===== src/rtl/data_mem_arbiter_pkg.sv =====
// Shared sizing defaults and done-FSM encoding for the data memory arbiter.
package data_mem_arbiter_pkg;
  localparam int DM_NUM_CORES  = 4;
  localparam int DM_WIDTH      = 12;
  localparam int DM_DEPTH      = 4096;
  localparam int DM_ADDR_WIDTH = $clog2(DM_DEPTH);

  typedef enum logic [1:0] {
    ST_RUN   = 2'd0,
    ST_DRAIN = 2'd1,
    ST_DONE  = 2'd2
  } state_e;
endpackage


===== src/rtl/data_mem_arbiter_rr_arbiter.sv =====
// Combinational round-robin pick: first requester at or after ptr_i, wrapping.
module rr_arbiter #(
  parameter int N   = 4,
  parameter int IDW = 2
) (
  input  logic [N-1:0]   req_i,
  input  logic [IDW-1:0] ptr_i,
  output logic [N-1:0]   grant_o,
  output logic [IDW-1:0] winner_o,
  output logic           valid_o
);
  always_comb begin
    int idx;
    grant_o  = '0;
    winner_o = '0;
    valid_o  = 1'b0;
    idx      = 0;
    for (int k = 0; k < N; k++) begin
      idx = int'(ptr_i) + k;
      if (idx >= N) idx = idx - N;
      if (!valid_o && req_i[idx]) begin
        valid_o      = 1'b1;
        winner_o     = IDW'(idx);
        grant_o[idx] = 1'b1;
      end
    end
  end
endmodule


===== src/rtl/data_mem_arbiter.sv =====
// Round-robin sharing of the single-port data RAM between cores; one access per cycle,
// read data returned to the winner one cycle after its ack, processDone once all cores finish.
module data_mem_arbiter
  import data_mem_arbiter_pkg::*;
#(
  parameter int NUM_CORES  = DM_NUM_CORES,
  parameter int WIDTH      = DM_WIDTH,
  parameter int DEPTH      = DM_DEPTH,
  parameter int ADDR_WIDTH = $clog2(DEPTH),
  parameter int ID_WIDTH   = $clog2(NUM_CORES)
) (
  input  logic                            clk,
  input  logic                            rst,
  input  logic [NUM_CORES-1:0]            core_req,
  input  logic [NUM_CORES-1:0]            core_wrEn,
  input  logic [NUM_CORES*ADDR_WIDTH-1:0] core_addr,
  input  logic [NUM_CORES*WIDTH-1:0]      core_dataIn,
  input  logic [NUM_CORES-1:0]            core_done,
  output logic [NUM_CORES-1:0]            core_ack,
  output logic [NUM_CORES-1:0]            core_rdValid,
  output logic [WIDTH-1:0]                core_dataOut,
  output logic                            ram_wrEn,
  output logic [ADDR_WIDTH-1:0]           ram_addr,
  output logic [WIDTH-1:0]                ram_dataIn,
  input  logic [WIDTH-1:0]                ram_dataOut,
  output logic                            processDone
);
  state_e                  state_q, state_d;
  logic [ID_WIDTH-1:0]     ptr_q, ptr_d;
  logic                    rd_pend_q, rd_pend_d;
  logic [ID_WIDTH-1:0]     rd_id_q, rd_id_d;
  logic [ADDR_WIDTH-1:0]   addr_q, addr_d;
  logic [WIDTH-1:0]        din_q, din_d;

  logic [NUM_CORES-1:0]    arb_grant;
  logic [ID_WIDTH-1:0]     arb_winner;
  logic                    arb_vld;
  logic                    arb_en;
  logic                    done_lvl;
  logic                    grant_vld;
  logic [ADDR_WIDTH-1:0]   sel_addr;
  logic [WIDTH-1:0]        sel_din;

  rr_arbiter #(.N(NUM_CORES), .IDW(ID_WIDTH)) u_rr (
    .req_i    (core_req),
    .ptr_i    (ptr_q),
    .grant_o  (arb_grant),
    .winner_o (arb_winner),
    .valid_o  (arb_vld)
  );

  // Done FSM: state register
  always_ff @(posedge clk) begin
    if (rst) state_q <= ST_RUN;
    else     state_q <= state_d;
  end

  // Done FSM: next state; DRAIN waits for the last read to return and requests to stop
  always_comb begin
    state_d = state_q;
    case (state_q)
      ST_RUN:   if (&core_done) state_d = ST_DRAIN;
      ST_DRAIN: begin
        if (!(&core_done))                  state_d = ST_RUN;
        else if (!rd_pend_q && core_req == '0) state_d = ST_DONE;
      end
      ST_DONE:  state_d = ST_DONE;
      default:  state_d = ST_RUN;
    endcase
  end

  // Done FSM: outputs
  always_comb begin
    done_lvl = (state_q == ST_DONE);
    arb_en   = (state_q != ST_DONE);
  end

  assign grant_vld = arb_vld && arb_en && !rst;
  assign sel_addr  = core_addr[arb_winner*ADDR_WIDTH +: ADDR_WIDTH];
  assign sel_din   = core_dataIn[arb_winner*WIDTH +: WIDTH];

  always_comb begin
    ptr_d     = ptr_q;
    rd_pend_d = 1'b0;
    rd_id_d   = rd_id_q;
    addr_d    = addr_q;
    din_d     = din_q;
    if (grant_vld) begin
      ptr_d     = (arb_winner == ID_WIDTH'(NUM_CORES - 1)) ? '0 : arb_winner + 1'b1;
      rd_pend_d = !core_wrEn[arb_winner];
      rd_id_d   = arb_winner;
      addr_d    = sel_addr;
      din_d     = sel_din;
    end
  end

  always_ff @(posedge clk) begin
    if (rst) begin
      ptr_q     <= '0;
      rd_pend_q <= 1'b0;
      rd_id_q   <= '0;
      addr_q    <= '0;
      din_q     <= '0;
    end else begin
      ptr_q     <= ptr_d;
      rd_pend_q <= rd_pend_d;
      rd_id_q   <= rd_id_d;
      addr_q    <= addr_d;
      din_q     <= din_d;
    end
  end

  assign core_ack     = grant_vld ? arb_grant : '0;
  assign ram_wrEn     = grant_vld && core_wrEn[arb_winner];
  assign ram_addr     = grant_vld ? sel_addr : addr_q;
  assign ram_dataIn   = grant_vld ? sel_din : din_q;
  assign core_rdValid = (rd_pend_q && !rst) ? (NUM_CORES'(1) << rd_id_q) : '0;
  assign core_dataOut = ram_dataOut;
  assign processDone  = done_lvl && !rst;
endmodule


===== config.mk =====
export PLATFORM = sky130hd
export DESIGN_NAME = data_mem_arbiter
export DESIGN_NICKNAME = d
export VERILOG_FILES = /design/src/rtl/data_mem_arbiter_pkg.sv /design/src/rtl/data_mem_arbiter_rr_arbiter.sv /design/src/rtl/data_mem_arbiter.sv
export SDC_FILE = /design/constraint.sdc
export NUM_CORES = 1
export LEC_CHECK = 0
export CORE_MARGIN = 10
export CORE_UTILIZATION = 38
export DETAILED_ROUTE_END_ITERATION = 6
export PLACE_DENSITY = 0.79
export RECOVER_POWER = 100
export SLEW_MARGIN = 40
export SYNTH_ARGS = -nofsm -noshare
export SYNTH_HDL_FRONTEND = slang
export SYNTH_SLANG_ARGS = --single-unit
export TNS_END_PERCENT = 1

===== constraint.sdc =====
create_clock -name clk -period 3.67 [get_ports clk]
set_input_delay 0.5505 -clock clk [delete_from_list [all_inputs] [get_ports clk]]
set_output_delay 0.5505 -clock clk [all_outputs]
set_load 0.01 [all_outputs]

; Word level (Yosys, flattened, before mapping)
; Cells that the tools add are included.
[op_classes]
shifts = 3
magnitude_cmp = 13
mul = 1
n_bitwise = 4
muxes = 47
eq_ne = 6
addsub = 8
n_reduce_logical = 24
[op_table]
columns = operator, count
row1 = greater-or-equal comparator 32 x 1 -> 1 bit (second input constant), 4
row2 = less-than comparator 32 x 4 -> 1 bit (second input constant), 4
row3 = two-way mux 32 bit, 4
row4 = greater-or-equal comparator 32 x 4 -> 1 bit (second input constant), 3
row5 = variable part select 48 x 7 -> 12 bit, 2
row6 = subtractor 32 x 4 -> 32 bit (second input constant), 3
row7 = two-way mux 12 bit, 2
row8 = two-way mux 4 bit, 6
row9 = two-way mux 1 bit, 17
row10 = two-way mux 2 bit, 8
row11 = logical AND 1 bit, 13
row12 = bitwise OR 4 bit, 3
row13 = binary-select mux 1 bit (select 2 bit), 5
row14 = demux 1 bit (select 2 bit), 4
row15 = adder 2 x 2 -> 3 bit (second input constant), 2
row16 = logical NOT 1 bit, 6
row17 = one-hot mux 2 bit (3 select lines), 1
row18 = equality test 2 bit (second input constant), 2
row19 = logical NOT 4 bit, 1
row20 = multiplier 2 x 2 -> 4 bit (second input constant), 1
row21 = inequality test 2 bit (second input constant), 2
row22 = AND reduction 4 bit, 1
row23 = << shifter 1 x 2 -> 4 bit (first input constant), 1
row24 = subtractor 2 x 3 -> 4 bit (second input constant), 1
row25 = 10 further kinds, 10
[totals]
register_bits = 31
output_inout_bits = 46
elab_cells = 112
input_bits = 122

; Depth between registers and ports, before layout
; Gate-level depths: netlist of the first run.
[logic_depth]
depth_word = 19
mapped_depth = 13
depth_no_buf = 8

; Cells and area by module
; Synthesis of the first run repeated with hierarchy kept, for this count alone.
[hier_totals]
hier_cells = 271
area_unflattened_um2 = 2658.8
[by_module_without_submodules]
columns = mod, cells_per_inst, area_per_inst_um2, n_inst, seq_area_each_um2
row1 = data_mem_arbiter, 223, 2198.4, 1, 620.6
row2 = rr_arbiter, 48, 460.4, 1, 0.0

; Worst setup path before layout of the first run
; OpenSTA, ideal clock, no wires.
[synth_timing]
path_type = register to output
startpoint = register ptr_q[0]
endpoint = output ram_addr[10]
arrival_time_ns = 3.061
stages_incl_launch_ff = 14
path_slack_ns = 0.059
n_path_buf = 5
required_time_ns = 3.119
cell_sequence = dfxtp_1 inv_1 clkbuf_1 clkbuf_1 ha_1 buf_6 or3b_1 a2111o_1 o221a_2 o21ai_2 buf_4 buf_4 a21o_1 nand3_1
[synth_via]
elab_chain_cells = 18
word_cells_on_any_way = 46
[synth_rtl]
columns = item, line
row1 = "start, declared", data_mem_arbiter.sv:29  ; logic [ID_WIDTH-1:0] ptr_q, ptr_d;
row2 = "start signal, assigned", data_mem_arbiter.sv:105  ; ptr_q <= ptr_d;
row3 = "parallel branches: the longest is 17 deep, another holds subtractor 32 x 4 -> 32 bit", n/a
row4 = two-way mux 12 bit *, n/a
row5 = "end, declared", data_mem_arbiter.sv:23  ; output logic [ADDR_WIDTH-1:0] ram_addr,
; Mark *: on every way between the ends. The select of a mux whose other input is x is not followed.

; Final worst setup path of the first run
[layout_timing]
startpoint = input core_req[3]
endpoint = output ram_addr[8]
[layout_via]
elab_chain_cells = 16
word_cells_on_any_way = 31
[layout_rtl]
columns = item, line
row1 = "start, declared", data_mem_arbiter.sv:14  ; input logic [NUM_CORES-1:0] core_req,
row2 = binary-select mux 1 bit (select 2 bit), data_mem_arbiter_rr_arbiter.sv:21  ; if (!valid_o && req_i[idx]) begin
row3 = two-way mux 1 bit (not written as such) (2 in series), data_mem_arbiter_rr_arbiter.sv:21
row4 = two-way mux 1 bit, data_mem_arbiter_rr_arbiter.sv:21
row5 = logical NOT 1 bit, data_mem_arbiter_rr_arbiter.sv:21
row6 = logical AND 1 bit, data_mem_arbiter_rr_arbiter.sv:21
row7 = two-way mux 1 bit, data_mem_arbiter_rr_arbiter.sv:21
row8 = logical NOT 1 bit, data_mem_arbiter_rr_arbiter.sv:21
row9 = logical AND 1 bit, data_mem_arbiter_rr_arbiter.sv:21
row10 = two-way mux 1 bit, data_mem_arbiter_rr_arbiter.sv:21
row11 = logical NOT 1 bit, data_mem_arbiter_rr_arbiter.sv:21
row12 = logical AND 1 bit, data_mem_arbiter_rr_arbiter.sv:21
row13 = two-way mux 2 bit or two-way mux 1 bit (tied branches), data_mem_arbiter_rr_arbiter.sv:21
row14 = multiplier 2 x 2 -> 4 bit or logical AND 1 bit (tied branches), "data_mem_arbiter.sv:79, data_mem_arbiter.sv:78"
row15 = variable part select 48 x 7 -> 12 bit or logical AND 1 bit (tied branches), "data_mem_arbiter.sv:79, data_mem_arbiter.sv:78"
row16 = two-way mux 12 bit *, n/a
; Every way passes the cells marked *; elsewhere a longest branch is shown, timed or not. The select of a mux whose other input is x is not followed.

==> flow_summary.yaml, run 1 <==
min_path:
  hp-start: "state_q[1]$_SDFFE_PP0P_"
  min_path_type: "flip-flop to flip-flop"
  hold_end: "state_q[0]$_SDFFE_PP0P_"
  hold_path_depth: 1
final_layout:
  final_common_cell: "clkdlybuf4s50_1"
  n_antenna_cell: 0
  synthToLayoutAreaGrowth_pct: 59.5
  nets: 761
  layout-drive-gt1-share_pct: 18.2
  mostFrequentLayoutCells: "117 x clkdlybuf4s50_1, 70 x buf_4, 40 x nor2_1, 39 x nand2_1, 35 x nand3_1"
  fill_cells: 737
worst_setup_path:
  crit_chain: "clkdlybuf4s50_1, mux4_2, o21a_4, buf_4, nor2_1, buf_4, o21ai_0, a21o_1, nand2_1, clkdlybuf4s50_1"
  critical-path-slowest-cell: "clkdlybuf4s50_1"
  required_ns: 3.12
  critical_path.max_stage_delay_ns: 0.57
  r2r-start: "ptr_q[1]$_SDFFE_PP0N_"
  cp-end-kind: "primary output"
  worstPathArrival_ns: 3.18
  critical_path_class: "input port to primary output"
  path_delay_family: "buffers and inverters"
  reg2reg_depth: 10
  rrSetupSlack_ns: 1.06
  rr_endpoint: "addr_q[0]$_SDFF_PP0_"
  path_max_fanout: 11
  critical_path.startpoint_type: "input port"
  crit_buf_inv: 4
floorplanning:
  die_area_sq_um: 13100
  dieHeight_microns: 114
  pin_count: 168
  core_sq_um: 8720
  initial_utilization_pct: 38.9
  die_w_microns: 114
  row_count: 34
sta:
  fin_ws_ns: -0.0631
  tightest_slew_ns: 0.603
  hold_viol: 0
  max_freq_mhz: 268
  setup_violations: 2
  maxSlewHeadroom_pct: 59.5
  drv_slew: 0
  tns_ns: -0.122
  skew_ns: 0.00558
  min_period_ns: 3.73
  period_share_pct: 102
  rsz0062_at_grt: "yes"
global_route:
  grt_use_met3_pct: 4.77
  grt_pass1_wl_mm: 22.1
  grt_util_met2_pct: 35.9
  top_usage_layer: "met2"
  use_met1_pct: 22.8
  grt-ovfl-total: 0
  first_global_vias: 4480
  antenna_found_initial: 0
  grt_max_degree: 36
  grt_util_all_layers_pct: 20.2
routing:
  wl_per_cell_microns: 18.8
  postRouteAntennaNets: 0
  drc: 0
  vias: 4393
  drt_wl_total_mm: 14.0
  vias_per_cell: 5.90
  drt_iter0_drc: 300
  first_pass_iters: 5
yosys:
  async_flop_share_pct: 0
  yosysUniqueCellTypes: 61
  yosys_warnings: 0
  synthCells: 462
  synth_seq_cells: 31
  synth_nets: 588
  synth_edf_count: 0
  yosysSeqAreaShare_pct: 18.3
  avgSynthCellArea_sq_um: 7.34
  synth_flop_cell: "dfxtp_1"
  netlist_area_sq_um: 3390
clocking:
  htreeDepth: 2
  hold_buffers: 0
  root_buffer: "clkbuf_8"
  clk_pin_slew_worst_paths_ns: 0.07
  cts_made_buffers: 5
  clock-sinks: 31
  cts.path.max_buffers: 2
  clock_latency_ns: 0.29
  cts_tree: "yes"
placement:
  io_buffers: 143
  gp_congestion: 0.924
  dp_hpwl_mm: 10.8
run_status:
  violations: "negative setup slack"
  status: "complete, but fails checks"
power:
  ir_worst_vdd_mv: 0.311
  power_leakage_uw: 0.00228
  power.total_uw: 3880
  p_per_area_nw_per_um2: 717
run:
  maxCapViolations: 0
## report_power, final
group / total (uW) / switching [uW] / internal [uW]
sequential: 511 / 50.0 / 461
combinational: 3000 / 1550 / 1460
clock: 363 / 143 / 220
## stage by stage
stage                     instances  worst slack [ns]  util, %  hold WS (ns)  instance area (sq um)
after floorplan                 462            0.0589        -         0.414                   3390
after global placement          734            -0.165     59.9         0.425                   5220
after detailed placement        734            -0.269     59.9         0.440                   5220
after CTS                       742            -0.159     61.1         0.450                   5330
after global routing            744            -0.192     62.0         0.480                   5410
final                           744           -0.0631     62.0         0.451                   5410
## cell type report
type                       count  area (sq um)  share of cell area, %
clock buffer                   6          82.6                   1.53
clock inverter                 2          35.0                  0.648
inverter                       4          15.0                  0.278
multi-input combinational    372          2450                   45.4
sequential                    31           622                   11.5
tap                          108           135                   2.50
timing repair buffer         221          2060                   38.2
## timing repair
item | in CTS | in global routing
pin swaps | 1 | 0
gates resized for setup | 21 | 21
buffers inserted | 0 | 2
setup endpoints to repair | 25 | 25
## cell usage after synthesis, types with 9 or more instances
cell,n,area share (%)
nor2_1,40,4.4
nand2_1,39,4.3
nand3_1,35,5.2
dfxtp_1,31,18
o21ai_0,28,4.1
or3_1,24,4.4
a21oi_1,22,3.2
a31oi_1,20,3.7
mux2i_1,20,5.9
buf_4,16,3.5
clkbuf_1,16,1.8
buf_2,14,2.1
nor3_1,14,2.1
o221ai_1,13,3.4
a21o_1,11,2.4
and3_1,11,2.0
o21ai_1,11,1.6
o2111ai_1,9,2.3
## cell families after synthesis
logic type,Yosys count,share of synthesized area [%]
and+or+nand+nor,188,28.6
AOI/OAI and AO/OA,152,31.5
buffers and inverters,59,10.6
DFF,31,18.3
muxes,27,9.23
adders and majority gates,4,1.48
xor gates and xnor gates,1,0.258
## how the worst max path moves through the flow
stage	from	endpoint	slack, ns	cells after the start
6_report	core_req[3]	ram_addr[8]	-0.06	10
5_1_grt	ptr_q[1]$_SDFFE_PP0N_	ram_addr[8]	-0.19	12
4_1_cts	core_req[1]	ram_dataIn[9]	-0.16	9
3_5_place_dp	core_req[2]	ram_wrEn	-0.27	9
3_3_place_gp	core_req[0]	ram_addr[5]	-0.17	9
2_1_floorplan	ptr_q[0]$_SDFFE_PP0N_	ram_addr[10]	0.06	13
## layer usage
| metal | wire length (microns) | vias up | part of all wire (%) |
|---|---|---|---|
| met2 | 6980 | 225 | 50 |
| met3 | 1250 | 27 | 8.9 |
| met5 | 0 | - | 0 |
| met4 | 315 | 0 | 2.2 |
| met1 | 5460 | 2058 | 39 |
| li1 | - | 2083 | - |
## flip-flops by register name (all words and copies together), names as in the netlist
register / count
addr_q: 12
din_q: 12
ptr_q: 2
rd_id_q: 2
state_q: 2
rd_pend_q: 1
No activity file was read; power rests on OpenSTA's default activity.
==> inputs of run 2 (changes only) <==
--- a/config.mk
+++ b/config.mk
@@ -5,10 +5,11 @@
 export SDC_FILE = /design/constraint.sdc
 export NUM_CORES = 1
 export LEC_CHECK = 0
+export ABC_CLOCK_PERIOD_IN_PS = 3670
 export CORE_MARGIN = 10
-export CORE_UTILIZATION = 38
+export CORE_UTILIZATION = 35
 export DETAILED_ROUTE_END_ITERATION = 6
-export PLACE_DENSITY = 0.79
+export PLACE_DENSITY = 0.74
 export RECOVER_POWER = 100
 export SLEW_MARGIN = 40
 export SYNTH_ARGS = -nofsm -noshare
==> flow_summary.yaml, run 2 (synthesized netlist as in run 1, its figures left out) <==
clocking:
  cts.path.max_buffers: 2
  cts_made_buffers: 5
  cts_tree: "yes"
  root_buffer: "clkbuf_8"
  clock_latency_ns: 0.29
  htreeDepth: 2
  clock-sinks: 31
  cts_setup_buffers: 0
  clk_pin_slew_worst_paths_ns: 0.07
worst_setup_path:
  setup.worst_path.end: "ram_dataIn[3]"
  r2r-start: "ptr_q[0]$_SDFFE_PP0N_"
  rr_endpoint: "addr_q[5]$_SDFF_PP0_"
  rrSetupSlack_ns: 0.91
  critical_path.startpoint_type: "input port"
  required_ns: 3.12
  critical_path.max_stage_delay_ns: 0.57
  cp-end-kind: "primary output"
  crit_start: "core_req[1]"
  worstPathArrival_ns: 3.24
  path_max_fanout: 11
  crit_chain: "clkdlybuf4s50_1, mux4_2, o21a_1, buf_4, nor2_1, buf_4, o21ai_0, a21o_1, nand3_1, clkdlybuf4s50_1"
  critical_path_class: "input port to primary output"
  critical-path-slowest-cell: "mux4_2"
  reg2reg_depth: 10
min_path:
  min_path_type: "flip-flop to flip-flop"
routing:
  wl_met3_microns: 994
  drt_iter0_drc: 219
  wl_met2_mm: 6.77
  postRouteAntennaNets: 0
  wl_per_cell_microns: 18.0
  drc: 0
  routed.top_layer: "met4"
  vias_per_cell: 5.55
  drt_wl_total_mm: 14.0
  vias: 4309
  wl_met1_mm: 5.81
  first_pass_iters: 5
floorplanning:
  row_count: 35
  initial_utilization_pct: 36.3
  pin_count: 168
  die_w_microns: 118
  dieHeight_microns: 118
  die_area_sq_um: 14000
  core_sq_um: 9330
final_layout:
  reg_top3: "addr_q x12, din_q x12"
  nets: 773
  n_antenna_cell: 0
  synthToLayoutAreaGrowth_pct: 63.0
  mostFrequentLayoutCells: "107 x clkdlybuf4s50_1, 74 x buf_4, 40 x nor2_1, 40 x nand2_1, 35 x nand3_1"
  layout-drive-gt1-share_pct: 19.4
  final_util_pct: 59.2
  final_common_cell: "clkdlybuf4s50_1"
sta:
  rsz0062_at_grt: "yes"
  tightest_slew_ns: 0.611
  drv_slew: 0
  period_share_pct: 103
  max_freq_mhz: 264
  fin_ws_ns: -0.123
  fin_hold_ws_ns: 0.462
  min_period_ns: 3.79
  hold_viol: 0
  maxSlewHeadroom_pct: 59.0
  skew_ns: 0.00131
  setup_violations: 3
placement:
  io_buffers: 143
  dp_hpwl_mm: 11.0
  gp_congestion: 0.883
  dp_slack_ns: -0.266
global_route:
  antenna_found_initial: 0
  grt_util_all_layers_pct: 18.8
  grt_pass1_wl_mm: 22.4
  grt_max_degree: 30
  first_global_vias: 4394
  grt-ovfl-total: 0
run:
  maxCapViolations: 0
power:
  power.total_uw: 3960
  ir_worst_vdd_mv: 0.340
  power_leakage_uw: 0.00229
  p_per_area_nw_per_um2: 716
run_status:
  violations: "negative setup slack"
  status: "complete, but fails checks"
run 2: area by class of cell:
type | count | area, sq um
Clock buffer | 6 | 82.6
Clock inverter | 2 | 35.0
Fill cell | 890 | 3800
Inverter | 4 | 15.0
Multi-Input combinational cell | 372 | 2450
Sequential cell | 31 | 624
Tap cell | 129 | 161
Timing Repair Buffer | 233 | 2150
run 2: worst max-delay path: cells and delay by family:
kind | cells | cell delay [ns]
multiplexers | 1 | 0.57
AO/OA/AOI/OAI | 3 | 0.56
buffers and inverters | 4 | 1.34
AND/OR/NAND/NOR | 2 | 0.22
run 2: worst min-delay path by stage:
stage / to / startpoint / slack (ns) / cells after the start
floorplan: state_q[0]$_SDFFE_PP0P_ / state_q[1]$_SDFFE_PP0P_ / 0.41 / 1
global placement: state_q[0]$_SDFFE_PP0P_ / state_q[1]$_SDFFE_PP0P_ / 0.43 / 1
detailed placement: state_q[0]$_SDFFE_PP0P_ / state_q[1]$_SDFFE_PP0P_ / 0.43 / 1
CTS: state_q[0]$_SDFFE_PP0P_ / state_q[1]$_SDFFE_PP0P_ / 0.46 / 1
global route: state_q[0]$_SDFFE_PP0P_ / state_q[1]$_SDFFE_PP0P_ / 0.47 / 1
finish: state_q[0]$_SDFFE_PP0P_ / state_q[1]$_SDFFE_PP0P_ / 0.46 / 1
run 2: power breakdown:
group	switching [uW]	internal [uW]	total, uW
Clock	146	220	366
Combinational	1560	1510	3070
Sequential	55.0	463	518
run 2: repair_timing:
item / in CTS / in global routing
resized for setup: 35 / 25
gates cloned: 0 / 0
hold buffers: 0 / 0
pin swaps: 1 / 0
setup endpoints to repair: 25 / 19
run 2: stage by stage:
| step | TNS, ns | cell area, sq um | instances |
|---|---|---|---|
| floorplan | 0 | 3390 | 462 |
| global placement | -4.75 | 5400 | 769 |
| detailed placement | -5.96 | 5400 | 769 |
| CTS | -0.275 | 5540 | 777 |
| global route | -1.85 | 5530 | 777 |
| finish | -0.136 | 5530 | 777 |
run 2: metal layers:
layer | vias up | global-route usage (%)
li1 | 2107 | -
met1 | 1993 | 22.2
met2 | 173 | 32.0
met3 | 36 | 4.14
met4 | 0 | 8.09
met5 | - | 0
